[src/rtl/mont_pkg.sv]
`timescale 1ns/1ps
`default_nettype none
// ============================================================================
// Module      : mont_pkg
// Description : Shared types and Kyber constants for the Montgomery multiplier
//               pipeline: operation mode encoding, default field widths, and
//               the per-stage sideband record carried alongside the datapath.
// Revision    : 1.0 - initial release
// ============================================================================
package mont_pkg;

    // Kyber defaults: q = 3329, R = 2^12
    localparam int KYBER_WIDTH   = 12;
    localparam int KYBER_MOD     = 3329;
    localparam int KYBER_MOD_INV = 3327;   // -q^-1 mod R
    localparam int KYBER_R2_MOD  = 2385;   // R^2 mod q
    localparam int KYBER_TAG_W   = 4;

    typedef enum logic [1:0] {
        MODE_MONT      = 2'd0,   // a*b*R^-1
        MODE_TO_MONT   = 2'd1,   // a*R
        MODE_MODMUL    = 2'd2,   // a*b
        MODE_FROM_MONT = 2'd3    // a*R^-1
    } mode_e;

    // Sideband travelling with each pipeline slot. The field widths follow
    // the package defaults; the top is instantiated with matching widths.
    typedef struct packed {
        logic                   valid;
        mode_e                  mode;
        logic [KYBER_TAG_W-1:0] tag;
        logic [KYBER_WIDTH-1:0] data;   // pass-A result, used from pass B on
    } stage_t;

endpackage
`default_nettype wire

[src/rtl/redc_stage.sv]
`timescale 1ns/1ps
`default_nettype none
// ============================================================================
// Module      : redc_stage
// Description : Three-register Montgomery reduction core computing
//               x*y*2^-WIDTH mod MOD. Registers: product, m, final result.
//               All registers advance together on i_en.
// Ports       : clk, rst (async, active-high)
//               i_en  - advance enable (low = hold)
//               i_x   - operand x
//               i_y   - operand y
//               o_r   - reduced result (registered)
// Revision    : 1.0 - initial release
// ============================================================================
module redc_stage #(
    parameter int WIDTH   = 12,
    parameter int MOD     = 3329,
    parameter int MOD_INV = 3327
) (
    input  logic             clk,
    input  logic             rst,
    input  logic             i_en,
    input  logic [WIDTH-1:0] i_x,
    input  logic [WIDTH-1:0] i_y,
    output logic [WIDTH-1:0] o_r
);

    localparam logic [WIDTH-1:0] c_mod     = WIDTH'(MOD);
    localparam logic [WIDTH-1:0] c_mod_inv = WIDTH'(MOD_INV);

    logic [2*WIDTH-1:0] r_t;       // stage 1: T = x*y
    logic [2*WIDTH-1:0] r_t_d;     // stage 2: T carried forward
    logic [WIDTH-1:0]   r_m;       // stage 2: m
    logic [WIDTH-1:0]   r_res;     // stage 3: final result

    logic [2*WIDTH-1:0] w_prod;
    logic [WIDTH-1:0]   w_m;
    logic [2*WIDTH-1:0] w_mq;
    logic [2*WIDTH:0]   w_sum;
    logic [WIDTH:0]     w_u;
    logic [WIDTH:0]     w_red;
    logic               w_unused;

    assign w_prod = {{WIDTH{1'b0}}, i_x} * {{WIDTH{1'b0}}, i_y};
    // Truncating WIDTH x WIDTH product gives m = T_lo*MOD_INV mod 2^WIDTH
    assign w_m    = r_t[WIDTH-1:0] * c_mod_inv;
    assign w_mq   = {{WIDTH{1'b0}}, r_m} * {{WIDTH{1'b0}}, c_mod};
    assign w_sum  = {1'b0, r_t_d} + {1'b0, w_mq};
    assign w_u    = w_sum[2*WIDTH:WIDTH];
    assign w_red  = (w_u >= {1'b0, c_mod}) ? (w_u - {1'b0, c_mod}) : w_u;

    // Low half of the sum is zero by construction and the top bit of the
    // corrected value is clear for in-range operands.
    assign w_unused = ^{w_sum[WIDTH-1:0], w_red[WIDTH]};

    always_ff @(posedge clk or posedge rst) begin
        if (rst) begin
            r_t   <= '0;
            r_t_d <= '0;
            r_m   <= '0;
            r_res <= '0;
        end else if (i_en) begin
            r_t   <= w_prod;
            r_t_d <= r_t;
            r_m   <= w_m;
            r_res <= w_red[WIDTH-1:0];
        end
    end

    assign o_r = r_res;

endmodule
`default_nettype wire

[src/rtl/mont_mul_pipe.sv]
`timescale 1ns/1ps
`default_nettype none
// ============================================================================
// Module      : mont_mul_pipe
// Description : Six-stage pipelined Montgomery modular multiplier with
//               valid/ready flow control, four operation modes and a tag
//               carried with every result. Pass A (stages 1-3) and pass B
//               (stages 4-6) are REDC cores; pass B is only used by MODMUL,
//               all other modes take the delayed pass-A result.
// Ports       : clk, rst (async, active-high)
//               in_valid/in_ready   - input handshake
//               in_mode             - 0 MONT, 1 TO_MONT, 2 MODMUL, 3 FROM_MONT
//               in_a, in_b, in_tag  - operands and user tag
//               out_valid/out_ready - output handshake
//               out_r, out_tag      - result in [0, MOD) and its tag
// Revision    : 1.0 - initial release
// ============================================================================
module mont_mul_pipe
    import mont_pkg::*;
#(
    parameter int WIDTH   = KYBER_WIDTH,
    parameter int MOD     = KYBER_MOD,
    parameter int MOD_INV = KYBER_MOD_INV,
    parameter int R2_MOD  = KYBER_R2_MOD,
    parameter int TAG_W   = KYBER_TAG_W
) (
    input  logic             clk,
    input  logic             rst,
    input  logic             in_valid,
    output logic             in_ready,
    input  logic [1:0]       in_mode,
    input  logic [WIDTH-1:0] in_a,
    input  logic [WIDTH-1:0] in_b,
    input  logic [TAG_W-1:0] in_tag,
    output logic             out_valid,
    input  logic             out_ready,
    output logic [WIDTH-1:0] out_r,
    output logic [TAG_W-1:0] out_tag
);

    localparam int               c_depth   = 6;
    localparam int               c_pass_b  = 4;   // first stage of pass B
    localparam logic [WIDTH-1:0] c_r2      = WIDTH'(R2_MOD);
    localparam logic [WIDTH-1:0] c_one     = WIDTH'(1);

    logic             w_en;
    logic [WIDTH-1:0] w_a_y;
    logic [WIDTH-1:0] w_pass_a;
    logic [WIDTH-1:0] w_pass_b;
    stage_t           w_nxt [1:c_depth];
    stage_t           r_stg [1:c_depth];

    // The whole pipe holds only when a result is waiting and not taken;
    // bubbles never hold it.
    assign w_en     = !r_stg[c_depth].valid || out_ready;
    assign in_ready = !rst && w_en;

    // Pass-A second operand by mode
    always_comb begin
        w_a_y = in_b;
        case (mode_e'(in_mode))
            MODE_TO_MONT:   w_a_y = c_r2;
            MODE_FROM_MONT: w_a_y = c_one;
            default:        w_a_y = in_b;
        endcase
    end

    redc_stage #(
        .WIDTH   (WIDTH),
        .MOD     (MOD),
        .MOD_INV (MOD_INV)
    ) u_redc_a (
        .clk  (clk),
        .rst  (rst),
        .i_en (w_en),
        .i_x  (in_a),
        .i_y  (w_a_y),
        .o_r  (w_pass_a)
    );

    redc_stage #(
        .WIDTH   (WIDTH),
        .MOD     (MOD),
        .MOD_INV (MOD_INV)
    ) u_redc_b (
        .clk  (clk),
        .rst  (rst),
        .i_en (w_en),
        .i_x  (w_pass_a),
        .i_y  (c_r2),
        .o_r  (w_pass_b)
    );

    // Sideband shift: stage 1 loads the input slot (a bubble when in_valid
    // is low); pass B's first stage also captures pass A's result so that
    // non-MODMUL modes can bypass the second reduction.
    always_comb begin
        w_nxt[1] = '{valid: in_valid, mode: mode_e'(in_mode), tag: in_tag,
                     data: '0};
        for (int k = 2; k <= c_depth; k++) begin
            w_nxt[k] = r_stg[k-1];
        end
        w_nxt[c_pass_b].data = w_pass_a;
    end

    always_ff @(posedge clk or posedge rst) begin
        if (rst) begin
            for (int k = 1; k <= c_depth; k++) begin
                r_stg[k] <= '0;
            end
        end else if (w_en) begin
            for (int k = 1; k <= c_depth; k++) begin
                r_stg[k] <= w_nxt[k];
            end
        end
    end

    // Reset leaves mode = MONT and data = 0, so out_r reads 0 from the bypass
    assign out_valid = r_stg[c_depth].valid;
    assign out_tag   = r_stg[c_depth].tag;
    assign out_r     = (r_stg[c_depth].mode == MODE_MODMUL) ? w_pass_b
                                                             : r_stg[c_depth].data;

endmodule
`default_nettype wire

[config.mk]
export PLATFORM = sky130hd
export DESIGN_NAME = mont_mul_pipe
export DESIGN_NICKNAME = d
export VERILOG_FILES = /design/src/rtl/mont_pkg.sv /design/src/rtl/redc_stage.sv /design/src/rtl/mont_mul_pipe.sv
export SDC_FILE = /design/constraint.sdc
export NUM_CORES = 1
export LEC_CHECK = 0
export ABC_AREA = 1
export BUFFER_PORTS_ARGS = -buffer_cell sky130_fd_sc_hd__buf_2
export CAP_MARGIN = 40
export CORE_MARGIN = 2
export CORE_UTILIZATION = 40
export DETAILED_ROUTE_END_ITERATION = 7
export PLACE_DENSITY = 0.57
export SLEW_MARGIN = 20
export SYNTH_ARGS = -nofsm -noshare
export SYNTH_HDL_FRONTEND = slang
export SYNTH_SLANG_ARGS = --single-unit
export TNS_END_PERCENT = 30
[constraint.sdc]
create_clock -name clk -period 11.35 [get_ports clk]
set_input_delay 0.5675 -clock clk [delete_from_list [all_inputs] [get_ports clk]]
set_output_delay 0.5675 -clock clk [all_outputs]
set_load 0.01 [all_outputs]
==> impl_metrics.env <==
export IMPL_crit_top_cell="fa_1"
export IMPL_start_kind="primary input"
export IMPL_io_pins=52
export IMPL_arrival_ps=6260
export IMPL_setup_worst_path_class="in -> reg"
export IMPL_mostFrequentLayoutCells="nand2_1 (903), inv_1 (528), ha_1 (386)"
export IMPL_rsz0062_at_grt="no"
export IMPL_clkSinkCount=212
export IMPL_worstMarginPinSlew_ps=747
export IMPL_cts_root_buf="clkbuf_16"
export IMPL_h_tree_depth=1
export IMPL_grt_pass1_vias=19300
export IMPL_fin_nets=3694
export IMPL_antenna_found_initial=0
export IMPL_cts_buffer_depth=3
export IMPL_netlist_area_um2=24400
export IMPL_cp_max_fo=9
export IMPL_cp_slowest_cell="fa_1"
export IMPL_grt_first_pass_wirelength_um=98300
export IMPL_dr_total_vias=19000
export IMPL_cts_tree="yes"
export IMPL_grtUsageTotal_pct=19.1
export IMPL_dr_first_iter_drc_count=1079
export IMPL_cpLargestDelayFamily="adder cells"
export IMPL_io_buffer_count=51
export IMPL_cts_resized=0
export IMPL_core_area_um2=60400
export IMPL_worstSetupEndpointType="flip-flop"
export IMPL_dp_hpwl_um=48600
export IMPL_cp_cell_sequence="buf_2 -> o21ai_0 -> clkinv_1 -> nand2_1 -> fa_1 -> fa_1 -> fa_1 -> inv_1 -> fa_1 -> inv_1 -> fa_1 -> inv_1 -> ha_1 -> a21oi_1 -> o21ai_0 -> a21oi_1 -> o21ai_0 -> a21boi_0 -> o21ai_0 -> nand2_1 -> nand3_1 -> nand2_1"
export IMPL_clk_latency_ps=550
export IMPL_cap_violations=0
export IMPL_synthesis_nets=3671
export IMPL_period_needed_ps=5770
export IMPL_avgRoutedWirePerCell_um=15.3
export IMPL_ys_flop_type="dfrtp_1"
export IMPL_die_w_um=251
export IMPL_final_hold_violation_count=0
export IMPL_cts_setup_buffers=0
export IMPL_path_buf_inv=5
export IMPL_outcome="finished, final reports clean"
export IMPL_slew_headroom_pct=49.9
export IMPL_crit_path_max_incr_delay_ps=550
export IMPL_fmax_mhz=173
export IMPL_synth_warnings=0
export IMPL_drive_gt1_share_pct=6.41
export IMPL_min_period_over_period_pct=50.9
export IMPL_syn_inst=3019
export IMPL_grt_max_degree=135
export IMPL_drcViolationCount=0
export IMPL_syn_avg_cell_area_um2=8.08
export IMPL_drtAntennaViolNets=0
export IMPL_fin_worst_skew_ps=16.3
export IMPL_drt_pre_antenna_iters=5
export IMPL_synth_seq_cells=212
export IMPL_cts_buffers_inserted=26
export IMPL_place_gp_congestion=0.920
export IMPL_ys_async_sr_fraction_pct=100
export IMPL_dieArea_um2=63000
export IMPL_die_h_um=251
export IMPL_cts_hold_buf=0
export IMPL_viasPerCell=4.95
export IMPL_final_max_slew_viol_count=0
export IMPL_fp_row_count=90
export IMPL_overflow=0
export IMPL_synth_edf_count=0
export IMPL_clk_transition_reported_paths_ps=60
export IMPL_initial_core_util_pct=40.4
export IMPL_tns_ps=0
export IMPL_antenna_cells=0
export IMPL_ys_types=52
export IMPL_area_growth_syn_to_layout_pct=7.95
export IMPL_setup_viol=0
export IMPL_mostFrequentLayoutCell="nand2_1"
export IMPL_hold_class="in -> async"
export IMPL_ys_seq_area_share_pct=21.7
export IMPL_required_ps=11840
export IMPL_wl_um=58600
## stage by stage
step	util [%]	worst slack, ps	cells	hold slack, ps	instance area, um^2
2_1_floorplan	-	4990	3019	440	24400
3_3_place_gp	42.1	5160	3795	452	25400
3_5_place_dp	42.2	5150	3796	456	25400
4_1_cts	43.6	5720	3840	121	26300
5_1_grt	43.6	5210	3840	146	26300
6_report	43.6	5580	3840	106	26300
## Yosys cell counts, types with 12 or more instances
master	count	share of area (%)
a21oi_1	80	1.6
clkbuf_1	44	0.68
dfrtp_1	212	22
fa_1	232	19
ha_1	386	20
inv_1	529	8.1
inv_2	12	0.18
mux2_2	12	0.55
nand2_1	903	14
nand2_2	18	0.46
nand3_1	97	2.0
nand4_1	38	0.97
nor2_1	157	2.4
nor3_1	12	0.25
o21ai_0	88	1.8
o21ai_1	15	0.31
or2_2	18	0.46
xnor2_1	28	1.0
xor2_1	29	1.0
## path summary, 6_finish.rpt
path	from	end	slack [ps]	cells past startpoint
worst max-delay path	in_mode[0]	u_redc_a.r_t[19]	5580	22
worst min-delay path	rst	u_redc_b.o_r[6]	110	2
worst max register to register	u_redc_a.r_m[2]	u_redc_a.o_r[11]	5920	24
worst min register to register	r_stg[30]	r_stg[11]	470	2
max in group asynchronous	rst	u_redc_a.r_t_d[23]	10110	4
min in group clk	in_tag[0]	r_stg[107]	230	3
## sequential cells by signal, indices dropped and copies added, names as in the netlist
name,flops
r_stg,73
u_redc_a.r_t,24
u_redc_a.r_t_d,23
u_redc_b.r_t,20
u_redc_b.r_t_d,20
u_redc_a.o_r,12
u_redc_a.r_m,12
u_redc_b.o_r,12
u_redc_b.r_m,11
out_tag,4
out_valid,1
## cell families (layout without fill, tap and decap cells)
kind of cell	after synthesis	after routing	synth area share [%]
buf+inv	613	652	9.67
compound gates	223	223	5.01
flops	212	212	21.7
fa+ha+maj	618	618	38.8
simple gates	1284	1284	22.1
xor+xnor	57	57	2.05
mux	12	12	0.554
## area by class of cell
class	instances	area (um^2)
tap	782	978
fill	6140	34000
multi-input combinational	2194	16700
inverter	548	2070
timing repair buffer	60	355
clock inverter	8	150
sequential	212	5310
clock buffer	36	738
## metal layers
layer  routed length, um  up-vias  track usage, %
met1               28600     9150            27.7
met4                1010        2            3.71
met5                 118        -            1.39
li1                    -     9430               -
met2               25800      359            30.1
met3                3060       74            3.01
## worst reg2reg max path: stages, from the launching register on
cell and delay, ps:
dfrtp_1 470, ha_1 360, fa_1 470, ha_1 330
fa_1 520, inv_1 60, fa_1 540, inv_1 50
ha_1 360, nand2_1 100, nand2_1 100, a21oi_2 180
nor2_1 60, nor2_1 120, nand2_1 70, nand2_1 50
nand2_1 130, nor2_4 220, a21oi_1 140, a21oi_4 340
nand3_2 300, nand2_1 160, nand2_1 70, nand2_1 70
nand2_1 60
Power is left out: the tool's default activity adds up to more than one toggle a clock period on the data nets, which glitch-free logic cannot reach.
